### src/rtl/alu_seq.sv
// alu_seq: sequential ALU with valid/ready on both request and result sides.
// Latency: 1 cycle for ADD/SUB/AND/OR/XOR/SLT/SHL-by-0, amount+1 for SHL, N+1 for MUL.
// Backpressure: a result is held in DONE until i_ready; a new request is accepted only in IDLE or on the consuming cycle.
module alu_seq #(
    parameter int N = 8
) (
    input  logic         i_clk,
    input  logic         i_rst,
    input  logic         i_valid,
    output logic         o_ready,
    input  logic [N-1:0] i_a,
    input  logic [N-1:0] i_b,
    input  logic [2:0]   i_op,
    output logic         o_valid,
    input  logic         i_ready,
    output logic [N-1:0] o_result,
    output logic         o_carry,
    output logic         o_zero,
    output logic         o_neg,
    output logic         o_ovf
);

    localparam int SW = $clog2(N);
    localparam int CW = SW + 1;

    localparam logic [2:0] OP_ADD = 3'b000;
    localparam logic [2:0] OP_SUB = 3'b001;
    localparam logic [2:0] OP_AND = 3'b010;
    localparam logic [2:0] OP_OR  = 3'b011;
    localparam logic [2:0] OP_XOR = 3'b100;
    localparam logic [2:0] OP_SLT = 3'b101;
    localparam logic [2:0] OP_SHL = 3'b110;
    localparam logic [2:0] OP_MUL = 3'b111;

    typedef enum logic [1:0] {
        IDLE = 2'd0,
        BUSY = 2'd1,
        DONE = 2'd2
    } state_t;

    state_t          state_q, state_d;
    logic            is_mul_q, is_mul_d;   // BUSY is running MUL (else SHL)
    logic [N-1:0]    opnd_q, opnd_d;       // multiplicand, or the value being shifted
    logic [2*N-1:0]  acc_q, acc_d;         // {partial product high, remaining multiplier}
    logic [CW-1:0]   cnt_q, cnt_d;         // BUSY steps left, including the current one
    logic            shcy_q, shcy_d;       // OR of bits shifted out so far
    logic [N-1:0]    res_q, res_d;
    logic            cy_q, cy_d;
    logic            ovf_q, ovf_d;

    logic [N:0]      add_w;
    logic [N:0]      sub_w;
    logic [SW-1:0]   sh_amt;
    logic [N-1:0]    fast_res;
    logic            fast_cy;
    logic            fast_ovf;
    logic [N:0]      mul_sum;
    logic [2*N-1:0]  mul_next;
    logic [N-1:0]    shl_next;
    logic            shl_cy_next;
    logic            last_step;
    logic            accept;

    // Single-cycle datapath evaluated on the incoming operands at acceptance.
    always_comb begin
        add_w    = {1'b0, i_a} + {1'b0, i_b};
        sub_w    = {1'b0, i_a} + {1'b0, ~i_b} + (N+1)'(1);
        sh_amt   = i_b[SW-1:0];
        fast_res = '0;
        fast_cy  = 1'b0;
        fast_ovf = 1'b0;
        case (i_op)
            OP_ADD: begin
                fast_res = add_w[N-1:0];
                fast_cy  = add_w[N];
                fast_ovf = (i_a[N-1] == i_b[N-1]) && (add_w[N-1] != i_a[N-1]);
            end
            OP_SUB: begin
                fast_res = sub_w[N-1:0];
                fast_cy  = sub_w[N];
                fast_ovf = (i_a[N-1] != i_b[N-1]) && (sub_w[N-1] != i_a[N-1]);
            end
            OP_AND: fast_res = i_a & i_b;
            OP_OR:  fast_res = i_a | i_b;
            OP_XOR: fast_res = i_a ^ i_b;
            OP_SLT: fast_res = {{(N-1){1'b0}}, ($signed(i_a) < $signed(i_b))};
            // Only reached as a fast op when the shift amount is zero.
            OP_SHL: fast_res = i_a;
            default: fast_res = '0;
        endcase
    end

    // One BUSY step of the iterative ops: shift-add multiply and shift-left.
    always_comb begin
        mul_sum     = {1'b0, acc_q[2*N-1:N]} + {1'b0, (acc_q[0] ? opnd_q : {N{1'b0}})};
        mul_next    = {mul_sum, acc_q[N-1:1]};
        shl_next    = {opnd_q[N-2:0], 1'b0};
        shl_cy_next = shcy_q | opnd_q[N-1];
        last_step   = (cnt_q == CW'(1));
    end

    // Handshake, next-state and datapath register updates.
    always_comb begin
        state_d  = state_q;
        is_mul_d = is_mul_q;
        opnd_d   = opnd_q;
        acc_d    = acc_q;
        cnt_d    = cnt_q;
        shcy_d   = shcy_q;
        res_d    = res_q;
        cy_d     = cy_q;
        ovf_d    = ovf_q;

        o_ready  = (state_q == IDLE) || ((state_q == DONE) && i_ready);
        accept   = i_valid && o_ready;

        case (state_q)
            BUSY: begin
                cnt_d = cnt_q - CW'(1);
                if (is_mul_q) begin
                    acc_d = mul_next;
                    if (last_step) begin
                        res_d   = mul_next[N-1:0];
                        cy_d    = |mul_next[2*N-1:N];
                        ovf_d   = 1'b0;
                        state_d = DONE;
                    end
                end else begin
                    opnd_d = shl_next;
                    shcy_d = shl_cy_next;
                    if (last_step) begin
                        res_d   = shl_next;
                        cy_d    = shl_cy_next;
                        ovf_d   = 1'b0;
                        state_d = DONE;
                    end
                end
            end
            DONE: begin
                if (i_ready && !i_valid) begin
                    state_d = IDLE;
                end
            end
            default: ;
        endcase

        if (accept) begin
            if (i_op == OP_MUL) begin
                is_mul_d = 1'b1;
                opnd_d   = i_a;
                acc_d    = {{N{1'b0}}, i_b};
                cnt_d    = CW'(N);
                state_d  = BUSY;
            end else if ((i_op == OP_SHL) && (sh_amt != '0)) begin
                is_mul_d = 1'b0;
                opnd_d   = i_a;
                shcy_d   = 1'b0;
                cnt_d    = {1'b0, sh_amt};
                state_d  = BUSY;
            end else begin
                res_d    = fast_res;
                cy_d     = fast_cy;
                ovf_d    = fast_ovf;
                state_d  = DONE;
            end
        end
    end

    // State and datapath registers; reset drops any operation in flight.
    always_ff @(posedge i_clk) begin
        if (i_rst) begin
            state_q  <= IDLE;
            is_mul_q <= 1'b0;
            opnd_q   <= '0;
            acc_q    <= '0;
            cnt_q    <= '0;
            shcy_q   <= 1'b0;
            res_q    <= '0;
            cy_q     <= 1'b0;
            ovf_q    <= 1'b0;
        end else begin
            state_q  <= state_d;
            is_mul_q <= is_mul_d;
            opnd_q   <= opnd_d;
            acc_q    <= acc_d;
            cnt_q    <= cnt_d;
            shcy_q   <= shcy_d;
            res_q    <= res_d;
            cy_q     <= cy_d;
            ovf_q    <= ovf_d;
        end
    end

    // Result and flags are only visible while valid; zero otherwise.
    always_comb begin
        o_valid  = (state_q == DONE);
        o_result = o_valid ? res_q : '0;
        o_carry  = o_valid & cy_q;
        o_ovf    = o_valid & ovf_q;
        o_zero   = o_valid & (res_q == '0);
        o_neg    = o_valid & res_q[N-1];
    end

endmodule

### config.mk
export PLATFORM = sky130hd
export DESIGN_NAME = alu_seq
export DESIGN_NICKNAME = d
export VERILOG_FILES = /design/src/rtl/alu_seq.sv
export SDC_FILE = /design/constraint.sdc
export NUM_CORES = 1
export LEC_CHECK = 0
export BUFFER_PORTS_ARGS = -buffer_cell sky130_fd_sc_hd__buf_2
export CORE_MARGIN = 2
export CORE_UTILIZATION = 40
export DETAILED_ROUTE_END_ITERATION = 10
export SLEW_MARGIN = 40
export SYNTH_ARGS = -nofsm -noshare
export SYNTH_HDL_FRONTEND = slang
export SYNTH_SLANG_ARGS = --single-unit
### constraint.sdc
create_clock -name i_clk -period 2.5 [get_ports i_clk]
set_clock_uncertainty 0.1 [all_clocks]
set_input_delay 0.375 -clock i_clk [delete_from_list [all_inputs] [get_ports i_clk]]
set_output_delay 0.375 -clock i_clk [all_outputs]
set_load 0.05 [all_outputs]
* Word level (Yosys, flattened, before mapping)
Cells that the tools add are included.
Storage, ports and cells: register bits 42, latch bits 0, bits in writable memories 0, bits in read-only memories 0, bits of input ports 23, output and inout bits 14, memories 0
Operators by class: add/subtract/negate cells 5, $mul 0, div/mod/pow operators 0, $lt $le $gt $ge 1, equality and inequality tests 16, shift operators 0, multiplexer cells 50, bitwise operators 9, reduce and logical (&&, ||, !) cells 17
Operators by type and width (number):
- 8-bit 2-to-1 mux | 14
- 16-bit 2-to-1 mux | 4
- 8-bit one-hot mux with 7 select lines | 1
- 8-bit by 8-bit adder with 9-bit output | 3
- 1-bit 2-to-1 mux | 19
- 4-bit 2-to-1 mux | 4
- 3-bit equality test (second input constant) | 4
- 2-bit 2-to-1 mux | 5
- 9-bit by 1-bit adder with 9-bit output (second input constant) | 1
- 8-bit AND | 1
- 8-bit logical NOT | 1
- 8-bit < comparator | 1
- 8-bit inverter | 1
- 8-bit OR | 1
- 8-bit OR reduction | 1
- 8-bit XOR | 1
- 3-bit by 2-bit equality test with 1-bit output (second input constant) | 2
- 1-bit logical AND | 6
- 3-bit nonzero test | 2
- 1-bit AND | 4
- 4-bit by 1-bit equality test with 1-bit output (second input constant) | 1
- 1-bit one-hot mux with 2 select lines | 2
- 2-bit one-hot mux with 2 select lines | 1
- 4-bit by 1-bit subtractor with 4-bit output (second input constant) | 1
- 15 further kinds | 17

* Longest topological paths before layout
depth in word-level cells 9, depth in mapped cells 10

* Worst setup path after synthesis
Ideal clock, no wire load.
path type input port to flip-flop, start input port i_a[0], end register res_q[0], library setup time 0.086 ns, arrival time 2.401 ns, data required time 2.314 ns, setup slack -0.087 ns, stages 10, cell sequence inv_1 -> ha_1 -> inv_1 -> fa_1 -> nor2b_1 -> or3_1 -> a21oi_2 -> o31ai_1 -> or4b_1 -> a211oi_1
Between the ends: word-level cells in the longest chain between the ends 6, elaborated cells on any way between the ends 11, those cells by class 3 x add/sub; 1 x order compare; 4 x mux; 3 x bitwise
RTL lines:
- start, declared | RTL line 11 | input logic [N-1:0] i_a,
- 8-bit by 8-bit adder with 9-bit output | RTL line 67 | sub_w = {1'b0, i_a} + {1'b0, ~i_b} + (N+1)'(1);
- 9-bit by 1-bit adder with 9-bit output | RTL line 67
- 8-bit one-hot mux with 7 select lines * | RTL line 72 | case (i_op)
- 8-bit 2-to-1 mux * | RTL line 154 | end else if ((i_op == OP_SHL) && (sh_amt != '0)) begin
- 8-bit 2-to-1 mux * | RTL line 148 | if (i_op == OP_MUL) begin
- 8-bit 2-to-1 mux * | RTL line 147 | if (accept) begin
- end signal, assigned | RTL line 188 | res_q <= res_d;
- end, declared | RTL line 47 | logic [N-1:0] res_q, res_d;
Mark *: on every way between the ends. The rest lies on a longest branch, timed or not. A chain may end at the register's enable or synchronous reset.

* Worst setup path after layout
Same ends and word-level chain as after synthesis.

==> results.toml <==
[critical_path]
cpMaxStageDelayCell = "or4b_1"
max_stage_delay_ns = 0.55
critPathMaxFanout = 2
endpoint_kind = "flip-flop"
crit_type = "input port to flip-flop"
critical_path.cell_chain = "buf_6, inv_4, ha_4, inv_2, fa_2, nor2b_4, or3_4, a21oi_4, o31ai_2, or4b_1, a211oi_2"
start_kind = "input port"
crit_arrival_ns = 2.57
cp.required_ns = 2.63

[synthesis]
postSynthAreaPerCell_um2 = 7.57
synthesis.nets = 542
synth_warnings = 0
synthArstFlopShare_pct = 0
synth-main-ff-cell = "dfxtp_1"
syn_area_mm2 = 0.00364
synthXorXnorAreaFrac_pct = 3.13
synth_top_family_by_area = "compound AO/OA/AOI/OAI gates"
synthMuxAreaShare_pct = 6.05
synthCells = 481
yosysSeqAreaShare_pct = 23.1
synthSimpleGateAreaFrac_pct = 23.1
synth_edf_count = 0
synth-compound-area-share_pct = 24.6
synth_cell_types = 55
ys_ff_latch = 42
synth-adder-area-share_pct = 13.7

[placed_design]
io_buffer_count = 36
place_inst = 675
placed_cell_area_mm2 = 0.00443
place_hpwl_um = 9060
place_congestion = 0.916

[global_routing]
busiest_layer = "met2"
antenna_found_initial = 0
grt-ovfl-total = 0
grt_max_degree = 22
grt_pass1_vias = 3791
grtUsageMet3_pct = 2.46
grt_pass1_wl_um = 18900
grt.met2_usage_pct = 38.3
grt_use_total_pct = 23.4
met1_usage_pct = 32.0

[timing]
fin_crit_ns = 2.44
min_period_over_period_pct = 97.7
maxSlewViolCount = 0
finalHoldViolations = 0
relSlewSlack_pct = 57.2
worst_pin_slew_ns = 0.641
hold_slack_ns = 0.302
finalSetupViolations = 0
fmax_ghz = 0.409

[detailed_routing]
drt_iter0_markers = 188
ant_nets = 0
via_per_inst = 5.68
vias = 3887
wl_per_cell_um = 16.8
totalWireLength_um = 11500
dr.pass1.iters = 4
drc = 0

[floorplan]
rows = 34
core-area_mm2 = 0.00876
die_x_um = 99.4
die_h_um = 99.4
start_util_pct = 41.6
die_area_mm2 = 0.00989
ios = 37

[clock_network]
clkSinkCount = 42
ctsHoldBuffers = 0
path_clk_slew_ns = 0.08
cts_buffers = 5
clock_tree.buffer_depth = 2
htreeDepth = 2
clock_latency_ns = 0.30
clock-root-buffer = "clkbuf_8"
cts_tree = "yes"

[finish]
multiInputGateArea_mm2 = 0.00271
n_fill_cell = 862
syn2layout_area_growth_pct = 29.0
seq_area_um2 = 845
layout.nets = 636
final_cells = 684
drive_above_1_share_pct = 26.2
layout_commonest_cell = "buf_4"
final_cell_mix = "buf_4 (79), nand2_1 (53), nor2_1 (48), dfxtp_1 (41)"
stdcell_area_mm2 = 0.00470
diodes = 0

[pwr]
power_density_mw_per_mm2 = 400
leakage_uw = 0.00202
peakVddDrop_v = 0.000195

[min_path]
hp-class = "input port to flip-flop"

[job]
drv_cap = 0

[status]
status = "completed"
[state kept, by name (all words and copies together), names as in the netlist]
signal and count:
is_mul_q 1, cy_q 1, state_q 2, cnt_q 4, ovf_q 1, res_q 8
opnd_q 8, acc_q 16, shcy_q 1
[cells in the mapped netlist, types with 3 or more instances]
cell type | number | area share [%]
o21a_1 | 3 | 0.62
a311oi_1 | 13 | 3.1
nor4_1 | 6 | 1.0
and3_1 | 3 | 0.52
or3_1 | 4 | 0.69
o21ai_0 | 18 | 2.5
nand4_1 | 4 | 0.69
xor2_1 | 4 | 0.96
o22ai_1 | 8 | 1.4
a211oi_1 | 22 | 4.5
ha_1 | 35 | 12
o31ai_1 | 3 | 0.62
nor2_1 | 48 | 4.9
nor2b_1 | 7 | 1.2
clkbuf_1 | 20 | 2.1
mux2i_1 | 22 | 6.0
a2111oi_0 | 3 | 0.72
nand3_1 | 5 | 0.69
and2_1 | 19 | 3.3
fa_1 | 3 | 1.6
nand2b_1 | 8 | 1.4
dfxtp_1 | 42 | 23
o21bai_1 | 4 | 0.82
a22oi_1 | 3 | 0.62
a31oi_1 | 3 | 0.52
nand2_1 | 53 | 5.5
inv_1 | 31 | 3.2
xnor2_1 | 9 | 2.2
a21oi_1 | 35 | 4.8
nor3_1 | 8 | 1.1
buf_2 | 3 | 0.41
[through the flow]
step | setup WS (ns) | total power [uW] | setup TNS (ns) | utilization, %
3_5_place_dp | -0.232 | 1320 | -0.665 | 50.5
4_1_cts | 0.00881 | 1860 | 0 | 52.0
6_report | 0.0576 | 1880 | 0 | 53.6
3_3_place_gp | -0.197 | 1310 | -0.441 | 50.5
2_1_floorplan | -0.0549 | 1080 | -0.0549 | -
5_1_grt | -0.0617 | 1970 | -0.0635 | 53.6
[kinds of logic after synthesis]
logic type | after synthesis
buffers and inverters | 59
and+or+nand+nor | 174
AOI/OAI and AO/OA | 133
adders and majority gates | 38
muxes | 22
xor gates and xnor gates | 13
DFF | 42
[worst max-delay path, delay by kind of cell]
kind	cells	cell delay (ns)
adders and majority gates	2	0.50
buffers and inverters	3	0.19
and+or+nand+nor	3	1.06
AOI/OAI and AO/OA	3	0.46
[power breakdown]
group / switching, uW / leakage (uW) / internal [uW]
Clock: 245 / 0.0000514 / 298
Sequential: 32.3 / 0.000343 / 703
Combinational: 338 / 0.00163 / 261
Total: 615 / 0.00202 / 1260
[cell type report]
| class | count | share of cell area [%] |
|---|---|---|
| clock buffer | 6 | 1.55 |
| clock inverter | 2 | 0.799 |
| inverter | 31 | 2.53 |
| multi-input combinational | 380 | 57.7 |
| sequential | 42 | 18.0 |
| tap | 108 | 2.88 |
| timing repair buffer | 115 | 16.6 |
[layer usage]
layer  routed length [um]  vias to the layer above
met2                 5230                      140
met1                 5360                     1823
met5                    0                        -
li1                     -                     1906
met4                  264                        0
met3                  662                       18
[final timing paths]
path / start / to / slack (ns) / depth (start not counted)
worst max-delay path: i_a[0] / res_q[0] / 0.06 / 11
worst min-delay path: i_b[7] / acc_q[7] / 0.30 / 3
worst max register to register: acc_q[0] / cy_q / 0.08 / 10
worst min register to register: acc_q[14] / acc_q[14] / 0.37 / 2
[what timing repair did]
action                     4_1_cts  5_1_grt
hold endpoints to repair         0        0
setup buffers                    0        1
setup endpoints to repair        2        2
pin swaps                        1       17
resized for setup                6       25
No activity file was read; power rests on OpenSTA's default activity.
